==> config.mk <==
export PLATFORM = sky130hd
export DESIGN_NAME = uart_rx
export DESIGN_NICKNAME = d
export VERILOG_FILES = /design/src/rtl/uart_pkg.sv /design/src/rtl/uart_sync.sv /design/src/rtl/uart_rx.sv
export SDC_FILE = /design/constraint.sdc
export NUM_CORES = 1
export LEC_CHECK = 0
export CORE_MARGIN = 2
export CORE_UTILIZATION = 59
export CTS_CLUSTER_DIAMETER = 50
export DETAILED_ROUTE_END_ITERATION = 10
export GPL_TIMING_DRIVEN = 0
export PLACE_DENSITY = 0.79
export SLEW_MARGIN = 25
export SYNTH_ARGS = -nofsm -noshare
export SYNTH_HDL_FRONTEND = slang
export SYNTH_HIERARCHICAL = 1
export SYNTH_SLANG_ARGS = --single-unit
==> constraint.sdc <==
create_clock -name clk -period 2.5 [get_ports clk]
set_input_delay 0.5 -clock clk [delete_from_list [all_inputs] [get_ports clk]]
set_output_delay 0.5 -clock clk [all_outputs]
set_load 0.005 [all_outputs]
==> src/rtl/uart_pkg.sv <==
`default_nettype none
// ============================================================================
// Module   : uart_pkg
// Purpose  : Shared definitions for the UART receiver and transmitter:
//            FSM state encoding, frame geometry and the baud divisor helper.
// Ports    : none (package)
// Revision : 1.0 - initial release
// ============================================================================
package uart_pkg;

  // Receiver FSM states, 3-bit encoded.
  typedef enum logic [2:0] {
    IDLE  = 3'd0,
    START = 3'd1,
    DATA  = 3'd2,
    STOP  = 3'd3,
    BREAK = 3'd4
  } uart_state_e;

  // 8N1 frame: eight payload bits, LSB first.
  localparam int unsigned DATA_BITS = 8;

  // Clocks per bit. Integer division, so TX and RX built with the same
  // parameters always agree on the bit period.
  function automatic int unsigned div(input int unsigned f_clk,
                                      input int unsigned baudrate);
    return f_clk / baudrate;
  endfunction

endpackage : uart_pkg
`default_nettype wire

==> src/rtl/uart_sync.sv <==
`default_nettype none
// ============================================================================
// Module   : uart_sync
// Purpose  : Two-flop synchroniser for a single asynchronous input.
//            The reset value is a parameter so idle-high lines (UART, IR)
//            do not produce a false edge when reset is released.
// Ports    : clk  - destination clock
//            rst  - synchronous active-high reset
//            d_i  - asynchronous input
//            q_o  - synchronised output (2-cycle latency)
// Revision : 1.0 - initial release
// ============================================================================
module uart_sync #(
  parameter logic RESET_VAL = 1'b1
) (
  input  logic clk,
  input  logic rst,
  input  logic d_i,
  output logic q_o
);

  logic [1:0] sync_q;

  always_ff @(posedge clk) begin
    if (rst) begin
      sync_q <= {2{RESET_VAL}};
    end else begin
      sync_q <= {sync_q[0], d_i};
    end
  end

  assign q_o = sync_q[1];

endmodule : uart_sync
`default_nettype wire

==> src/rtl/uart_rx.sv <==
`default_nettype none
// ============================================================================
// Module   : uart_rx
// Purpose  : 8N1 UART receiver, LSB first. Samples the synchronised line at
//            mid-bit and presents each byte through a valid/ready hold
//            register. Framing and overrun errors are one-cycle pulses.
// Ports    : clk       - system clock, posedge
//            rst       - synchronous active-high reset
//            rx        - asynchronous serial line, idles high
//            ready     - consumer accepts data while valid is high
//            data      - last received byte, stable while valid is high
//            valid     - data holds an unconsumed byte
//            idle      - receiver FSM is in IDLE
//            frame_err - pulse: stop bit sampled low
//            overrun   - pulse: byte completed while valid & ~ready
// Revision : 1.0 - initial release
// ============================================================================
module uart_rx
  import uart_pkg::*;
#(
  parameter int unsigned BAUDRATE = 9600,
  parameter int unsigned F_CLK    = 50_000_000
) (
  input  logic       clk,
  input  logic       rst,
  input  logic       rx,
  input  logic       ready,
  output logic [7:0] data,
  output logic       valid,
  output logic       idle,
  output logic       frame_err,
  output logic       overrun
);

  localparam int unsigned DIV  = div(F_CLK, BAUDRATE);
  localparam int unsigned HALF = DIV / 2;

  localparam logic [31:0] CNT_HALF_LAST = 32'(HALF - 1);
  localparam logic [31:0] CNT_BIT_LAST  = 32'(DIV - 1);
  localparam logic [2:0]  IDX_LAST      = 3'(DATA_BITS - 1);

  // Below four clocks per bit the half-bit point collapses onto the edges.
  generate
    if (DIV < 4) begin : g_div_check
      $error("uart_rx: F_CLK/BAUDRATE must be at least 4");
    end
  endgenerate

  // --------------------------------------------------------------------------
  // Input synchroniser; resets high so reset release is not a start bit.
  // --------------------------------------------------------------------------
  logic rx_s;

  uart_sync #(
    .RESET_VAL (1'b1)
  ) u_sync (
    .clk (clk),
    .rst (rst),
    .d_i (rx),
    .q_o (rx_s)
  );

  // --------------------------------------------------------------------------
  // State and datapath registers
  // --------------------------------------------------------------------------
  uart_state_e state_q,     state_d;
  logic [31:0] cnt_q,       cnt_d;
  logic [2:0]  bit_idx_q,   bit_idx_d;
  logic [7:0]  shift_q,     shift_d;
  logic [7:0]  data_q,      data_d;
  logic        valid_q,     valid_d;
  logic        frame_err_q, frame_err_d;
  logic        overrun_q,   overrun_d;

  always_ff @(posedge clk) begin
    if (rst) begin
      state_q     <= IDLE;
      cnt_q       <= '0;
      bit_idx_q   <= '0;
      shift_q     <= '0;
      data_q      <= '0;
      valid_q     <= 1'b0;
      frame_err_q <= 1'b0;
      overrun_q   <= 1'b0;
    end else begin
      state_q     <= state_d;
      cnt_q       <= cnt_d;
      bit_idx_q   <= bit_idx_d;
      shift_q     <= shift_d;
      data_q      <= data_d;
      valid_q     <= valid_d;
      frame_err_q <= frame_err_d;
      overrun_q   <= overrun_d;
    end
  end

  // --------------------------------------------------------------------------
  // Next-state logic. The bit counter restarts at every sample point so all
  // later samples land exactly k*DIV clocks after the mid-start sample.
  // --------------------------------------------------------------------------
  always_comb begin
    state_d     = state_q;
    cnt_d       = cnt_q;
    bit_idx_d   = bit_idx_q;
    shift_d     = shift_q;
    data_d      = data_q;
    // Handshake consumes the byte; a load below overrides this.
    valid_d     = valid_q & ~ready;
    frame_err_d = 1'b0;
    overrun_d   = 1'b0;

    unique case (state_q)
      IDLE: begin
        if (!rx_s) begin
          state_d = START;
          cnt_d   = '0;
        end
      end

      START: begin
        if (cnt_q == CNT_HALF_LAST) begin
          cnt_d = '0;
          if (!rx_s) begin
            state_d   = DATA;
            bit_idx_d = '0;
          end else begin
            // Line went back high before mid-start: a glitch, not a frame.
            state_d = IDLE;
          end
        end else begin
          cnt_d = cnt_q + 32'd1;
        end
      end

      DATA: begin
        if (cnt_q == CNT_BIT_LAST) begin
          cnt_d              = '0;
          shift_d[bit_idx_q] = rx_s;
          if (bit_idx_q == IDX_LAST) begin
            state_d = STOP;
          end else begin
            bit_idx_d = bit_idx_q + 3'd1;
          end
        end else begin
          cnt_d = cnt_q + 32'd1;
        end
      end

      STOP: begin
        if (cnt_q == CNT_BIT_LAST) begin
          cnt_d = '0;
          if (rx_s) begin
            data_d    = shift_q;
            valid_d   = 1'b1;
            overrun_d = valid_q & ~ready;
            // Returning to IDLE at mid-stop leaves half a bit to catch a
            // back-to-back start edge.
            state_d   = IDLE;
          end else begin
            frame_err_d = 1'b1;
            state_d     = BREAK;
          end
        end else begin
          cnt_d = cnt_q + 32'd1;
        end
      end

      BREAK: begin
        // Wait out a held-low line so it cannot look like a new start bit.
        if (rx_s) begin
          state_d = IDLE;
          cnt_d   = '0;
        end
      end

      default: begin
        state_d = IDLE;
        cnt_d   = '0;
      end
    endcase
  end

  // --------------------------------------------------------------------------
  // Outputs
  // --------------------------------------------------------------------------
  assign data      = data_q;
  assign valid     = valid_q;
  assign frame_err = frame_err_q;
  assign overrun   = overrun_q;
  assign idle      = (state_q == IDLE);

endmodule : uart_rx
`default_nettype wire

==> results of run 1 <==
[repair_timing]
item,4_1_cts,5_1_grt
gates resized for setup,1,11
endpoints found under the setup margin,13,47
buffers inserted,0,1
hold buffers,0,0
[cell type report]
type	instances	area share, %
multi-input combinational	247	48.34
sequential	59	36.87
clock buffer	14	5.072
timing repair buffer	16	4.916
tap	52	2.029
buffer	14	1.990
inverter	4	0.4682
clock inverter	2	0.3121
[state kept, by name, indices dropped and copies added (netlist names)]
signal	cells
frame_err	1
valid	1
shift_q	8
overrun	1
cnt_q	32
state_q	3
bit_idx_q	3
u_sync/sync_q	2
data	8
[worst max-delay path, delay by kind of cell (launching register included)]
kind,cells,cell delay (ns)
AND/OR/NAND/NOR,5,1.46
flip-flops,1,0.36
AO/OA/AOI/OAI,1,0.23
buffers and inverters,1,0.23
[kinds of logic (layout without fill, tap and decap cells)]
group,after synthesis,count (layout)
compound gates,40,40
xor+xnor,26,26
fa+ha+maj,3,3
buf+inv,19,50
flops,59,59
mux,10,10
simple gates,168,168
[power groups by stage]
stage	Sequential [uW]	Combinational (uW)	Clock, uW
final	956	139	765
after global routing	956	157	825
after CTS	956	129	774
after detailed placement	976	128	0
after global placement	976	126	0
after floorplan	974	90.7	0
[per-stage QoR]
step	hold slack, ns	cell area [sq um]	TNS [ns]
5_1_grt	0.4434	3207	-0.01452
3_3_place_gp	0.3903	2983	-0.3253
3_5_place_dp	0.3997	2983	-1.288
6_report	0.4130	3207	0
4_1_cts	0.4170	3161	0
2_1_floorplan	0.3832	2768	0
[synthesized netlist by cell type (all sizes together) (2+ instances only)]
cell and n:
a21oi 14, xnor2 10, clkbuf 10, o21ai 7, nor2 50, and4 3
o31ai 2, buf 5, nor3 10, mux2i 10, a22o 3, ha 3
a211oi 3, or4 2, nor4b 2, or3b 2, nor3b 2, and3 7
nand2 25, dfxtp 59, nor4 8, nand3b 2, nand4 13, and2 3
inv 4, nand3 21, a221o 3, a21o 2, xor2 16, nor2b 5
nand2b 4, or2 4
[per-layer routing]
layer | vias up | share of wire (%)
met3 | 11 | 6.2
li1 | 1210 | -
met4 | 0 | 1.6
met5 | - | 0
met1 | 1150 | 47
met2 | 85 | 46
[path summary, 6_finish.rpt]
| check | startpoint | end | slack (ns) | cells past startpoint |
|---|---|---|---|---|
| setup reg to reg | cnt_q[12] | cnt_q[18] | 0.10 | 7 |
| hold / removal | u_sync/sync_q[0] | u_sync/sync_q[1] | 0.41 | 1 |
| hold reg to reg | u_sync/sync_q[0] | u_sync/sync_q[1] | 0.41 | 1 |
| setup / recovery | cnt_q[12] | cnt_q[18] | 0.10 | 7 |
==> flow_summary.yaml, run 1 <==
run_status:
  run_status: "finished, final reports clean"
setup_path:
  max_stage_delay_ns: 0.53
  cp-start-kind: "flip-flop"
  worst-path-max-fanout: 10
  required_ns: 2.73
  worstSetupPathType: "flip-flop to flip-flop"
  arrival_ns: 2.63
  crit_path_top_delay_cell: "or4b_1"
  crit_path_cell_trace: "or4b_1, or4_1, nand3_2, and3_1, a21o_1, clkbuf_4, nor2_1"
  cp-end-kind: "flip-flop"
clock_tree:
  cts_max_level: 3
  clkLatencyLatePin_ns: 0.34
  clock_sink_count: 59
  clock-root-buffer: "clkbuf_8"
  cts_buffers: 9
  tritoncts_clock_tree: "done"
  cts.clk_slew.worst_paths_ns: 0.07
  clock_path_buffers: 2
final_layout:
  seqCellArea_sq_um: 1182
  finalCoreUtilization_pct: 72.16
  multiInputGateArea_sq_um: 1550
  most-common-layout-cells: "58 x dfxtp_1, 50 x nor2_1, 25 x nand2_1"
  area_growth_pct: 15.87
  drive_gt1_share_pct: 8.708
  fillerInstances: 355
  insertedDiodeCount: 0
  fin_nets: 358
  final-instance-count-excl-fill: 408
  most_common_library_cell_in_the_layout_ignoring_fill_and_taps: "dfxtp_1"
synthesis:
  synth_area_sq_um: 2768
  postSynth.topFlopCell: "dfxtp_1"
  netlist-cell-type-count: 46
  synth_edf_count: 0
  synthesis.instances: 325
  yosysSeqAreaShare_pct: 42.68
  area_share_of_fa_ha_maj_cells_after_synthesis_pct: 1.356
  synth_xor_area_share_pct: 8.228
  synth_simple_gate_area_share_pct: 31.69
  largest_family_of_logic_cells_by_synthesized_area: "simple AND/OR/NAND/NOR gates"
  synth_nets: 332
  postSynthAreaPerCell_sq_um: 8.516
  synth_compound_area_share_pct: 9.629
  synth.yosys.warnings: 6
  synth_mux_area_share_pct: 3.617
  netlist.area_leader.share_pct: 42.68
  postSynth.asyncResetShare_pct: 0
  ys_seq_elements: 59
  synthDominantAreaCellType: "dfxtp_1"
  post_synth_main_area_contributors: "dfxtp_1 43%, nor2_1 6.8%, xor2_1 5.1%, mux2i_1 3.6%, nand3_1 3.4%"
detailed_routing:
  finalWirelength_mm: 6.140
  via_per_inst: 6.020
  first_iter_violations: 237
  drc: 0
  vias: 2456
  drt_pre_antenna_iters: 4
  detail_route.wl_per_cell_um: 15.05
  antenna_violating_nets_post_route: 0
pwr:
  vdd_drop_max_v: 0.0003876
  p_per_area_nw_per_um2: 580.1
  power_frac_comb_pct: 7.5
  netSwitchingFraction_pct: 24.33
  internal_power_uw: 1408
  power.sequential.fraction_pct: 51.4
  report.power.total_uw: 1860
  switching_power_uw: 452.6
  cellLeakagePower_uw: 0.001211
  share_clk_of_total_power_pct: 41.1
timing:
  worst_slew_margin_rel_pct: 58.42
  setup_viol_count_final: 0
  final_max_slew_viol_count: 0
  pin_slew_with_the_least_headroom_to_its_limit_ns: 0.6214
  final_setup_slack_of_the_worst_path_ns: 0.1001
  achievable-frequency_mhz: 416.7
  fin_crit_ns: 2.400
  final_min_period_over_clock_period_pct: 95.99
  fin_worst_skew_ns: 0.008462
  finalHoldViolCount: 0
place:
  place_ws_ns: -0.1532
  dp_cells: 392
  post-dp-hpwl_mm: 4.136
  gpl_congestion: 0.8945
  place.port_buffers: 15
grt:
  globalRouteTotalUtil_pct: 26.00
  globalRoute.totalOverflow: 0
  use_met3_pct: 10.00
  globalRoute.busiestLayer: "met2"
  first_pass_grt_wire_length_mm: 10.50
  grt_antenna_before_repair: 0
  global_route.usage.met1_pct: 36.21
  grt_max_degree: 11
  first_global_vias: 2233
  grtUsageMet2_pct: 36.80
die:
  die_w_um: 72.49
  floorplan.rows: 24
  initial_core_util_pct: 62.27
  die_area_sq_um: 5255
  io_pins: 16
  fp.dieH_um: 72.49
  design.core.area_sq_um: 4444
worst_hold_path:
  hold_wc_path_type: "flip-flop to flip-flop"
flow_run:
  total_of_max_cap_violations: 0
Note: power is estimated with default switching activity, not from simulation.
==> run 2, diff against run 1 <==
==> constraint.sdc (replaced) <==
create_clock -name clk -period 2.5 [get_ports clk]
set_input_delay 0.75 -clock clk [delete_from_list [all_inputs] [get_ports clk]]
set_output_delay 0.75 -clock clk [all_outputs]
set_load 0.005 [all_outputs]
==> results of run 2 <==
The final DEF is identical to that of run 1; final timing and power are the same.
==> run 3, diff against run 2 <==
PLACE_DENSITY = 0.88   (was 0.79)
==> run 3 against run 2 <==
Against the previous run: core utilization up 1.2 points; critical path depth did not move; highest routed layer unchanged; first-iteration DRC count grew 1.3%.
==> flow_summary.yaml, run 3 (same netlist as run 1, synthesis figures left out) <==
run_status:
  run_status: "finished, final reports clean"
die:
  die_area_sq_um: 5255
  design.core.area_sq_um: 4444
  die_w_um: 72.49
  fp.dieH_um: 72.49
  floorplan.rows: 24
  initial_core_util_pct: 62.27
  io_pins: 16
detailed_routing:
  via_per_inst: 5.946
  antenna_violating_nets_post_route: 0
  detail_route.wl_per_cell_um: 14.84
  vias: 2444
  first_iter_violations: 240
  drc: 0
  finalWirelength_mm: 6.101
  drt_pre_antenna_iters: 4
pwr:
  report.power.total_uw: 1980
  p_per_area_nw_per_um2: 607.8
  vdd_drop_max_v: 0.0006048
  cellLeakagePower_uw: 0.001239
setup_path:
  reg2reg_to: "cnt_q[4]"
  worst-path-max-fanout: 10
  arrival_ns: 2.65
  worst_r2r_startpoint: "cnt_q[3]"
  worst-r2r-setup-slack_ns: 0.08
  cp-end-kind: "flip-flop"
  worst_r2r_path_depth: 7
  required_ns: 2.73
  cp-start-kind: "flip-flop"
  worstSetupPathType: "flip-flop to flip-flop"
final_layout:
  largest_register_ff_count: 32
  insertedDiodeCount: 0
  most_common_library_cell_in_the_layout_ignoring_fill_and_taps: "dfxtp_1"
  post-route-cell-area_sq_um: 3258
  area_growth_pct: 17.72
  most-common-layout-cells: "59 x dfxtp_1, 50 x nor2_1, 25 x nand2_1"
  regMostFlops: "cnt_q"
  drive_gt1_share_pct: 8.914
  fin_nets: 361
clock_tree:
  cts-hold-fix-buffers: 0
  tritoncts_clock_tree: "done"
  clock-root-buffer: "clkbuf_8"
  cts_buffers: 9
  cts.clk_slew.worst_paths_ns: 0.06
  clkLatencyLatePin_ns: 0.34
  clock_sink_count: 59
  cts_max_level: 3
  clock_path_buffers: 2
timing:
  fin_worst_skew_ns: 0.006256
  setup_viol_count_final: 0
  final_min_period_over_clock_period_pct: 96.80
  pin_slew_with_the_least_headroom_to_its_limit_ns: 0.6087
  finalHoldViolCount: 0
  achievable-frequency_mhz: 413.2
  final_max_slew_viol_count: 0
  grt_setup_unrepaired: "no"
  worst_slew_margin_rel_pct: 59.27
  fin_crit_ns: 2.420
place:
  gpl_congestion: 0.8640
  dpl_cell_area_sq_um: 2983
  post-dp-hpwl_mm: 4.173
  place.port_buffers: 15
worst_hold_path:
  hold_wc_path_type: "flip-flop to flip-flop"
  worstHoldStart: "u_sync/sync_q[0]"
  whs_path_depth: 1
  min_delay_worst_endpoint: "u_sync/sync_q[1]"
grt:
  globalRoute.totalOverflow: 0
  first_pass_grt_wire_length_mm: 9.880
  grt_max_degree: 11
  globalRouteTotalUtil_pct: 24.74
  grt_antenna_before_repair: 0
  first_global_vias: 2173
flow_run:
  total_of_max_cap_violations: 0
## run 3: cell types whose count changed in the layout (fill, tap and decap cells not counted), sizes merged
| cell | delta |
|---|---|
| bufinv | +1 |
| buf | +1 |
| clkinv | -2 |
| clkbuf | +3 |
## run 3: report_power, final
group	switching [uW]	internal [uW]	total [uW]
registers	7.40	948	956
logic	90.0	45.8	136
clock network	345	543	889
## run 3: through the flow
| stage | setup TNS (ns) | worst slack, ns | hold WS, ns | utilization, % | instances |
|---|---|---|---|---|---|
| 3_5_place_dp | -1.352 | -0.1829 | 0.4093 | 67.12 | 392 |
| 2_1_floorplan | 0 | 0.3305 | 0.3832 | - | 325 |
| 5_1_grt | 0 | 0.002650 | 0.4399 | 73.31 | 411 |
| 3_3_place_gp | -0.4709 | -0.1078 | 0.3856 | 67.12 | 392 |
| 4_1_cts | 0 | 0.05268 | 0.4234 | 71.88 | 408 |
| 6_report | 0 | 0.08007 | 0.4129 | 73.31 | 411 |
## run 3: layout make-up
type                            count  area, sq um
Buffer                             15        67.56
Multi-Input combinational cell    247         1550
Inverter                            4        15.01
Sequential cell                    59         1181
Clock inverter                      1        30.03
Fill cell                         320         1186
Tap cell                           52        65.06
Clock buffer                       15        176.4
Timing Repair Buffer               18        172.7
## run 3: timing repair
action	CTS	global route
endpoints found under the hold margin	0	0
pin swaps	0	2
setup endpoints to repair	14	39
setup buffers	0	3
resized for setup	1	9
## run 3: routing by layer
layer | track usage, % | up-vias | routed length, um | part of all wire, %
li1 | - | 1212 | - | -
met5 | 0 | - | 0 | 0
met2 | 37.21 | 90 | 2685 | 44
met4 | 11.52 | 0 | 117 | 1.9
met3 | 6.250 | 14 | 461 | 7.6
met1 | 33.45 | 1128 | 2837 | 47
## run 3: critical path, cell delays in order, from the launching register on
cell	delay, ns
dfxtp_1	0.44
or4b_1	0.48
or4_1	0.51
nand3_2	0.14
a31oi_1	0.17
buf_2	0.23
a21o_1	0.17
a22o_1	0.17
## run 3: worst max path at each step
stage | from | endpoint | slack [ns] | cells after the start
finish | cnt_q[3] | cnt_q[4] | 0.08 | 7
detailed placement | cnt_q[0] | shift_q[2] | -0.18 | 7
floorplan | cnt_q[0] | shift_q[2] | 0.33 | 7
CTS | state_q[2] | cnt_q[31] | 0.05 | 8
global placement | cnt_q[0] | shift_q[2] | -0.11 | 7
global route | state_q[2] | cnt_q[31] | 0.003 | 8
